`config.mk`:
```
export PLATFORM = sky130hd
export DESIGN_NAME = serial_adder_fsm
export DESIGN_NICKNAME = d
export VERILOG_FILES = /design/src/rtl/serial_add_pkg.sv /design/src/rtl/digit_adder.sv /design/src/rtl/serial_adder_fsm.sv
export SDC_FILE = /design/constraint.sdc
export NUM_CORES = 1
export LEC_CHECK = 0
export ABC_AREA = 1
export CORE_MARGIN = 1.5
export CORE_UTILIZATION = 52
export DETAILED_ROUTE_END_ITERATION = 7
export PLACE_DENSITY = 0.77
export SYNTH_ARGS = -nofsm -noshare
export SYNTH_HDL_FRONTEND = slang
export SYNTH_SLANG_ARGS = --single-unit
export TNS_END_PERCENT = 5
```
`constraint.sdc`:
```
create_clock -name CLK -period 3.3 [get_ports CLK]
set_input_delay 0.33 -clock CLK [delete_from_list [all_inputs] [get_ports CLK]]
set_output_delay 0.33 -clock CLK [all_outputs]
set_load 0.02 [all_outputs]
```
`src/rtl/serial_add_pkg.sv`:
```
// Shared types and helpers for the digit-serial adder/subtractor.
// Latency: n/a (types and constant functions only).
// Backpressure: n/a.
//
// Contents: FSM state encoding, dig_idx width helper, parameter legality check.
package serial_add_pkg;

  typedef enum logic [1:0] {
    IDLE = 2'd0,
    RUN  = 2'd1,
    DONE = 2'd2
  } state_t;

  // Width of the digit index: max(1, clog2(n)) so a single-digit build
  // still has a one-bit index port.
  function automatic int idx_width(input int n);
    return (n <= 1) ? 1 : $clog2(n);
  endfunction

  // Legal configuration: 1 <= d <= w and w a whole number of digits.
  function automatic bit cfg_ok(input int w, input int d);
    return (d >= 1) && (d <= w) && ((w % d) == 0);
  endfunction

endpackage

```
`src/rtl/digit_adder.sv`:
```
// One D-bit slice of the serial adder: sum and carry of a + b + cin.
// Latency: combinational.
// Backpressure: none.
//
// Ports: a, b (D) operand digits; cin carry in; sum (D) digit result; cout carry out.
module digit_adder #(
  parameter int D = 4
) (
  input  logic [D-1:0] a,
  input  logic [D-1:0] b,
  input  logic         cin,
  output logic [D-1:0] sum,
  output logic         cout
);

  // D+1 bit sum; the top bit is the carry into the next digit.
  logic [D:0] total;

  assign total = {1'b0, a} + {1'b0, b} + {{D{1'b0}}, cin};
  assign sum   = total[D-1:0];
  assign cout  = total[D];

endmodule

```
`src/rtl/serial_adder_fsm.sv`:
```
// Digit-serial W-bit add/subtract, D bits per cycle, LSB digit first.
// Latency: start at edge t -> digits in cycles t+1..t+N, done in t+N+1 (+1 with REG_OUT).
// Backpressure: none; start is only honoured in IDLE, abort cancels without done.
//
// Ports: CLK, rst (sync, active-high); start, abort, sub, A, B, CIN (sampled with start);
//        busy; S_DIG/dig_vld/dig_idx per-digit stream; SUM/COUT/OVF last result; done pulse.
module serial_adder_fsm
  import serial_add_pkg::*;
#(
  parameter int W       = 16,
  parameter int D       = 4,
  parameter int REG_OUT = 0
) (
  input  logic                         CLK,
  input  logic                         rst,
  input  logic                         start,
  input  logic                         abort,
  input  logic                         sub,
  input  logic [W-1:0]                 A,
  input  logic [W-1:0]                 B,
  input  logic                         CIN,
  output logic                         busy,
  output logic [D-1:0]                 S_DIG,
  output logic                         dig_vld,
  output logic [idx_width(W/D)-1:0]    dig_idx,
  output logic [W-1:0]                 SUM,
  output logic                         COUT,
  output logic                         OVF,
  output logic                         done
);

  localparam int N  = W / D;
  localparam int IW = idx_width(N);

  if (!cfg_ok(W, D)) begin : g_bad_cfg
    $error("serial_adder_fsm: W must be a multiple of D and 1 <= D <= W");
  end

  state_t          state_q, state_d;
  logic [W-1:0]    a_q, b_q, acc_q;
  logic            carry_q;
  logic [IW-1:0]   idx_q;
  logic [W-1:0]    sum_q;
  logic            cout_q, ovf_q;

  logic [D-1:0]    a_dig, b_dig, dig_s;
  logic            dig_c;
  logic            last_dig, run, fin, ovf_calc;

  logic [D-1:0]    s_dig_c;
  logic            dig_vld_c, done_c, cout_c, ovf_c;
  logic [IW-1:0]   dig_idx_c;
  logic [W-1:0]    sum_c;

  // Current operand digits select by index; operands stay unshifted so the
  // sign bits are still available for overflow in DONE.
  always_comb begin
    a_dig = a_q[int'(idx_q)*D +: D];
    b_dig = b_q[int'(idx_q)*D +: D];
  end

  digit_adder #(.D(D)) u_digit_adder (
    .a    (a_dig),
    .b    (b_dig),
    .cin  (carry_q),
    .sum  (dig_s),
    .cout (dig_c)
  );

  assign last_dig = (idx_q == IW'(N - 1));
  assign run      = (state_q == RUN);
  // An abort seen during DONE suppresses the completion entirely.
  assign fin      = (state_q == DONE) && !abort;
  assign ovf_calc = (a_q[W-1] == b_q[W-1]) && (acc_q[W-1] != a_q[W-1]);
  assign busy     = (state_q != IDLE);

  // State register
  always_ff @(posedge CLK) begin
    if (rst) state_q <= IDLE;
    else     state_q <= state_d;
  end

  // Next-state logic
  always_comb begin
    state_d = state_q;
    case (state_q)
      IDLE:    if (start && !abort) state_d = RUN;
      RUN:     if (abort) state_d = IDLE;
               else if (last_dig) state_d = DONE;
      DONE:    state_d = IDLE;
      default: state_d = IDLE;
    endcase
  end

  // Datapath registers
  always_ff @(posedge CLK) begin
    if (rst) begin
      a_q     <= '0;
      b_q     <= '0;
      acc_q   <= '0;
      carry_q <= 1'b0;
      idx_q   <= '0;
      sum_q   <= '0;
      cout_q  <= 1'b0;
      ovf_q   <= 1'b0;
    end else begin
      case (state_q)
        IDLE: begin
          if (start && !abort) begin
            // Subtract as A + ~B + ~CIN so the same adder serves both modes.
            a_q     <= A;
            b_q     <= sub ? ~B : B;
            carry_q <= sub ? ~CIN : CIN;
            idx_q   <= '0;
          end
        end
        RUN: begin
          if (!abort) begin
            carry_q                    <= dig_c;
            acc_q[int'(idx_q)*D +: D]  <= dig_s;
            idx_q                      <= idx_q + IW'(1);
          end
        end
        DONE: begin
          if (!abort) begin
            sum_q  <= acc_q;
            cout_q <= carry_q;
            ovf_q  <= ovf_calc;
          end
        end
        default: ;
      endcase
    end
  end

  // Pre-stage outputs. During DONE the fresh result is shown directly so it
  // is valid in the same cycle as done, then held from the result registers.
  always_comb begin
    s_dig_c   = run ? dig_s : '0;
    dig_vld_c = run;
    dig_idx_c = run ? idx_q : '0;
    done_c    = fin;
    sum_c     = fin ? acc_q    : sum_q;
    cout_c    = fin ? carry_q  : cout_q;
    ovf_c     = fin ? ovf_calc : ovf_q;
  end

  if (REG_OUT != 0) begin : g_reg_out
    // Optional retiming stage; busy deliberately bypasses it.
    always_ff @(posedge CLK) begin
      if (rst) begin
        S_DIG   <= '0;
        dig_vld <= 1'b0;
        dig_idx <= '0;
        done    <= 1'b0;
        SUM     <= '0;
        COUT    <= 1'b0;
        OVF     <= 1'b0;
      end else begin
        S_DIG   <= s_dig_c;
        dig_vld <= dig_vld_c;
        dig_idx <= dig_idx_c;
        done    <= done_c;
        SUM     <= sum_c;
        COUT    <= cout_c;
        OVF     <= ovf_c;
      end
    end
  end else begin : g_comb_out
    assign S_DIG   = s_dig_c;
    assign dig_vld = dig_vld_c;
    assign dig_idx = dig_idx_c;
    assign done    = done_c;
    assign SUM     = sum_c;
    assign COUT    = cout_c;
    assign OVF     = ovf_c;
  end

endmodule

```
# Word-level counts from Yosys, hierarchy flattened
# Cells that the tools add are included.
dict set report word_totals {
  reg_bits 71
  inputBits 38
  out_inout_bits 27
  word_cells 58
}
dict set report classes {
  n_addsub 4
  eq_ne 8
  shifts 4
  n_mux 18
  bitwise 3
  reduce_logical 12
}
# operator count
set op_table {}
lappend op_table {{4-bit negation with 33-bit output} 1}
lappend op_table {{4-bit by 33-bit variable shift with 16-bit output (first input constant)} 1}
lappend op_table {{4-bit by 33-bit indexed part select with 16-bit output} 1}
lappend op_table {{16-bit 2-to-1 mux} 2}
lappend op_table {{16-bit by 5-bit indexed part select with 4-bit output} 2}
lappend op_table {{16-bit bitwise mux} 1}
lappend op_table {{16-bit inverter} 1}
lappend op_table {{2-bit 2-to-1 mux} 6}
lappend op_table {{2-bit one-hot mux with 2 select lines} 2}
lappend op_table {{2-bit AND reduction} 4}
lappend op_table {{4-bit by 4-bit adder with 5-bit output} 1}
lappend op_table {{5-bit by 1-bit adder with 5-bit output} 1}
lappend op_table {{1-bit 2-to-1 mux} 5}
lappend op_table {{2-bit == test (second input constant)} 2}
lappend op_table {{4-bit 2-to-1 mux} 1}
lappend op_table {{2-bit != test (second input constant)} 2}
lappend op_table {{2-bit nonzero test} 2}
lappend op_table {{1-bit logical AND} 3}
lappend op_table {{3-bit != test (second input constant)} 1}
lappend op_table {{3-bit AND reduction} 1}
lappend op_table {{2-bit by 1-bit adder with 2-bit output (second input constant)} 1}
lappend op_table {{2-bit by 1-bit == test with 1-bit output (second input constant)} 1}
lappend op_table {{2-bit zero test} 1}
lappend op_table {{1-bit inverter} 2}
lappend op_table {{4 further kinds} 4}

# Logic depth before layout (Yosys ltp)
dict set report depth {
  word_depth 5
  mapped_depth 13
  depth_no_buf 12
}

# By module
# A second synthesis with hierarchy kept.
dict set report unflattened {
  cells_unflattened 544
  hier_area_um2 3584.7
}
# mod n_inst cells_per_inst area_each_um2 seq_area_each_um2
set modules_own_cells {}
lappend modules_own_cells {serial_adder_fsm 1 519 3419.5 1421.4}
lappend modules_own_cells {digit_adder 1 25 165.2 0.0}

# Least setup slack after synthesis
# OpenSTA, ideal clock, no wires.
dict set report synth_timing {
  path_kind {register -> output}
  startpoint {reg idx_q[0]}
  endpoint {out S_DIG[2]}
  arrival_ns 2.304
  required_time_ns 2.970
  setup_slack_ns 0.666
  path_stages_with_launch 10
  path_buffers 1
  cell_sequence {dfxtp_1 inv_1 clkbuf_1 nor2_1 o22ai_1 fa_1 fa_1 nand2_1 inv_1 nor3_1}
}
dict set report synth_via {
  elab_chain_cells 4
  elab_cells_between_ends 5
  classes_between {2 x add/sub; 2 x shift; 1 x mux}
}
# element line_no
set synth_lines {}
lappend synth_lines {{start, declared} serial_adder_fsm.sv:42} ;# logic [IW-1:0] idx_q;
lappend synth_lines {{start signal, assigned} serial_adder_fsm.sv:121} ;# idx_q <= idx_q + IW'(1);
lappend synth_lines {{16-bit by 5-bit indexed part select with 4-bit output, on equally long branches} {serial_adder_fsm.sv:58, serial_adder_fsm.sv:59}}
lappend synth_lines {{4-bit by 4-bit adder with 5-bit output (*)} digit_adder.sv:19} ;# assign total = {1'b0, a} + {1'b0, b} + {{D{1'b0}}, cin};
lappend synth_lines {{5-bit by 1-bit adder with 5-bit output (*)} digit_adder.sv:19}
lappend synth_lines {{4-bit 2-to-1 mux (*)} serial_adder_fsm.sv:139} ;# s_dig_c = run ? dig_s : '0;
lappend synth_lines {{end, declared} serial_adder_fsm.sv:23} ;# output logic [D-1:0] S_DIG,
# Mark *: on every way between the ends. The rest lies on a longest branch, timed or not.

# Final worst setup path
dict set report layout_timing {
  startpoint {reg idx_q[1]}
  endpoint {out S_DIG[2]}
}
# The elaborated chain is that of the path after synthesis.

==> impl_metrics.tcl <==
set metrics [dict create \
    grt_pass1_wl_um 12830 \
    finClkSkew_ns 0.008173 \
    antenna_found_initial 0 \
    ctsHoldBuffers 0 \
    synth-simple-area-share_pct 20.28 \
    layout.nets 558 \
    cts_buffers 9 \
    max_stage_delay_ns 0.45 \
    r2r_slack_ns 0.77 \
    power_density_mw_per_mm2 465.2 \
    synth-adder-area-share_pct 4.425 \
    die_h_um 84.45 \
    r2r-start "idx_q[1]" \
    vias_per_cell 5.166 \
    hp-class "register to register" \
    finalHoldViolCount 0 \
    start_util_pct 54.02 \
    root_buffer "clkbuf_8" \
    num_vias 3053 \
    yosysWarnings 0 \
    drt_iter0_drc 186 \
    drc 0 \
    fin_ws_ns 0.2221 \
    ant_nets 0 \
    clock-sinks 71 \
    grt_pass1_vias 2905 \
    finalSetupViolCount 0 \
    hold-worst-slack_ns 0.4697 \
    synth_nets 501 \
    min_period_ns 3.078 \
    synthXorXnorAreaFrac_pct 4.316 \
    cp_common_cell "fa_1" \
    antenna_cells 0 \
    wire_per_inst_um 12.65 \
    layout-drive-gt1-share_pct 10.31 \
    slew_headroom_pct 42.44 \
    critPathArrivalTime_ns 2.75 \
    core-area_mm2 0.006386 \
    power.total_uw 2030 \
    ctsHtreeMaxLevel 3 \
    rsz0062_at_grt "no" \
    syn_avg_cell_area_um2 7.632 \
    min_period_over_period_pct 93.27 \
    critPathRequiredTime_ns 2.97 \
    dp.final_hpwl_um 5546 \
    synth_area_mm2 0.003450 \
    tritoncts "yes" \
    critical_path.slowest_cell "dfxtp_1" \
    p_leak_uw 0.001728 \
    pre_cts_slack_ns 0.3136 \
    critPathCaptureType "output pin" \
    cp_num_buf_inv 3 \
    min_path_cells 2 \
    rows 29 \
    slew_viol_final 0 \
    finalSetupTns_ns 0 \
    path_cells "clkinv_1 -> o21ai_0 -> o22ai_1 -> fa_1 -> fa_1 -> nand2_1 -> inv_1 -> nor3_1 -> dlygate4sd2_1" \
    grt-ovfl-total 0 \
    critical-path-top-delay-family "adder cells" \
    die_area_mm2 0.007131 \
    area_growth_pct 26.48 \
    maxClockFrequency_mhz 324.9 \
    dp.cells 575 \
    track_usage_pct 22.11 \
    synth_cells 452 \
    grt_max_degree 54 \
    ff2ff_path_depth 12 \
    instances_no_fill 591 \
    dieWidth_um 84.45 \
    synth_compound_area_share_pct 20.02 \
    wl_um 7477 \
    worst_setup_path_start_kind "register" \
    crit_start "idx_q[1]" \
    worst_hold_path.endpoint "acc_q[0]" \
    place_congestion 0.9159 \
    irDropWorstVdd_mv 0.4273 \
    crit_type "register to output pin" \
    outcome "finished clean" \
    worst-path-max-fanout 8 \
    synth_top_family_by_area "simple AND/OR/NAND/NOR gates" \
    dr.pass1.iters 4 \
    clk_pin_slew_ns 0.07 \
    ys_seq_elements 71 \
    reg2reg_to "acc_q[6]" \
    synth.area.mux_share_pct 0 \
    io_buffers 64 \
    clock_latency_ns 0.34 \
    worstMarginPinSlew_ns 0.8607 \
    synth_cell_types 28 \
    cap_violations 0 \
    ios 65 \
    yosysSeqAreaShare_pct 41.20 \
    clockBufferDepth 2 \
    hp-start "acc_q[0]" \
]
## routing by layer
layer / GRT usage (%) / wire length [um] / part of all wire (%)
met4: 7.918 / 109 / 1.5
met1: 28.26 / 3457 / 46
met5: 0 / 0 / 0
met3: 4.425 / 314 / 4.2
met2: 37.24 / 3595 / 48
## power breakdown
part / total [uW] / internal, uW / switching [uW]
Combinational: 281 / 123 / 158
Sequential: 911 / 889 / 22.7
Clock: 837 / 520 / 317
Total: 2030 / 1530 / 498
## cell usage after synthesis, drive strengths merged
cell    number  area, um2
dfxtp       71       1421
o21ai       39      195.2
fa           2      40.04
clkinv       1      3.750
inv         53      198.9
xor2         2      17.52
or2         18      112.6
nand3       12      60.06
nand4        3      18.77
a21oi       37      185.2
o22ai        8      50.05
nand2       36      150.1
clkbuf      15      58.81
buf         11      75.07
ha           9      112.6
xnor2       15      131.4
nor3         4      20.02
a22oi        2      15.01
a211oi      32      245.2
nor2        82      337.8
## layout by cell type, fill, tap and decap left out, drive strengths merged
cell type      instances
buf                    9
clkinv                 3
dlygate4sd2            2
ha                     9
dfxtp                 71
nand4                  3
a21oi                 37
bufinv                 3
xor2                   2
clkbuf                10
o22ai                  8
nand3                 12
o21ai                 39
a211oi                32
nor2                  82
clkdlybuf4s50         61
or2                   18
inv                   53
nor3                   4
xnor2                 15
fa                     2
clkinvlp               1
a22oi                  2
nand2                 36
## area by class of cell
class | instances | area (um2)
timing repair buffer | 72 | 705.7
inverter | 54 | 202.7
clock inverter | 6 | 107.6
clock buffer | 10 | 137.6
multi-input combinational | 301 | 1692
fill | 567 | 2023
tap | 77 | 96.34
sequential | 71 | 1421
## cell families (layout without fill, tap and decap cells)
logic type | Yosys count | count (layout)
AND/OR/NAND/NOR | 155 | 155
AO/OA/AOI/OAI | 118 | 118
buffers and inverters | 80 | 142
flip-flops | 71 | 71
XOR/XNOR | 17 | 17
adder cells (fa/ha/maj) | 11 | 11
## flip-flops by register name, summed over array words and instances (netlist names)
signal   count
state_q      2
ovf_q        1
carry_q      1
cout_q       1
b_q         16
acc_q       16
a_q         16
idx_q        2
sum_q       16
## worst max-delay path by stage
| stage | to | slack, ns | depth (start not counted) |
|---|---|---|---|
| 2_1_floorplan | S_DIG[2] | 0.67 | 9 |
| 3_3_place_gp | S_DIG[2] | 0.32 | 9 |
| 3_5_place_dp | S_DIG[2] | 0.31 | 9 |
| 4_1_cts | S_DIG[3] | 0.13 | 9 |
| 5_1_grt | S_DIG[2] | 0.0009 | 9 |
| 6_report | S_DIG[2] | 0.22 | 9 |
## metrics by stage
stage,cell area (um2),utilization (%)
6_report,4363,68.32
3_3_place_gp,4120,64.52
4_1_cts,4363,68.32
5_1_grt,4363,68.32
3_5_place_dp,4120,64.52
2_1_floorplan,3450,-
## repair_timing
| item | 4_1_cts | 5_1_grt |
|---|---|---|
| setup buffers | 0 | 0 |
| endpoints found under the setup margin | 2 | 2 |
| gates resized for setup | 2 | 1 |
## tightest hold or removal path, stage by stage (launching register included)
cell     delay (ns)
dfxtp_1        0.31
nand2_1        0.06
a21oi_1        0.05
(Power assumes the default switching activity.)
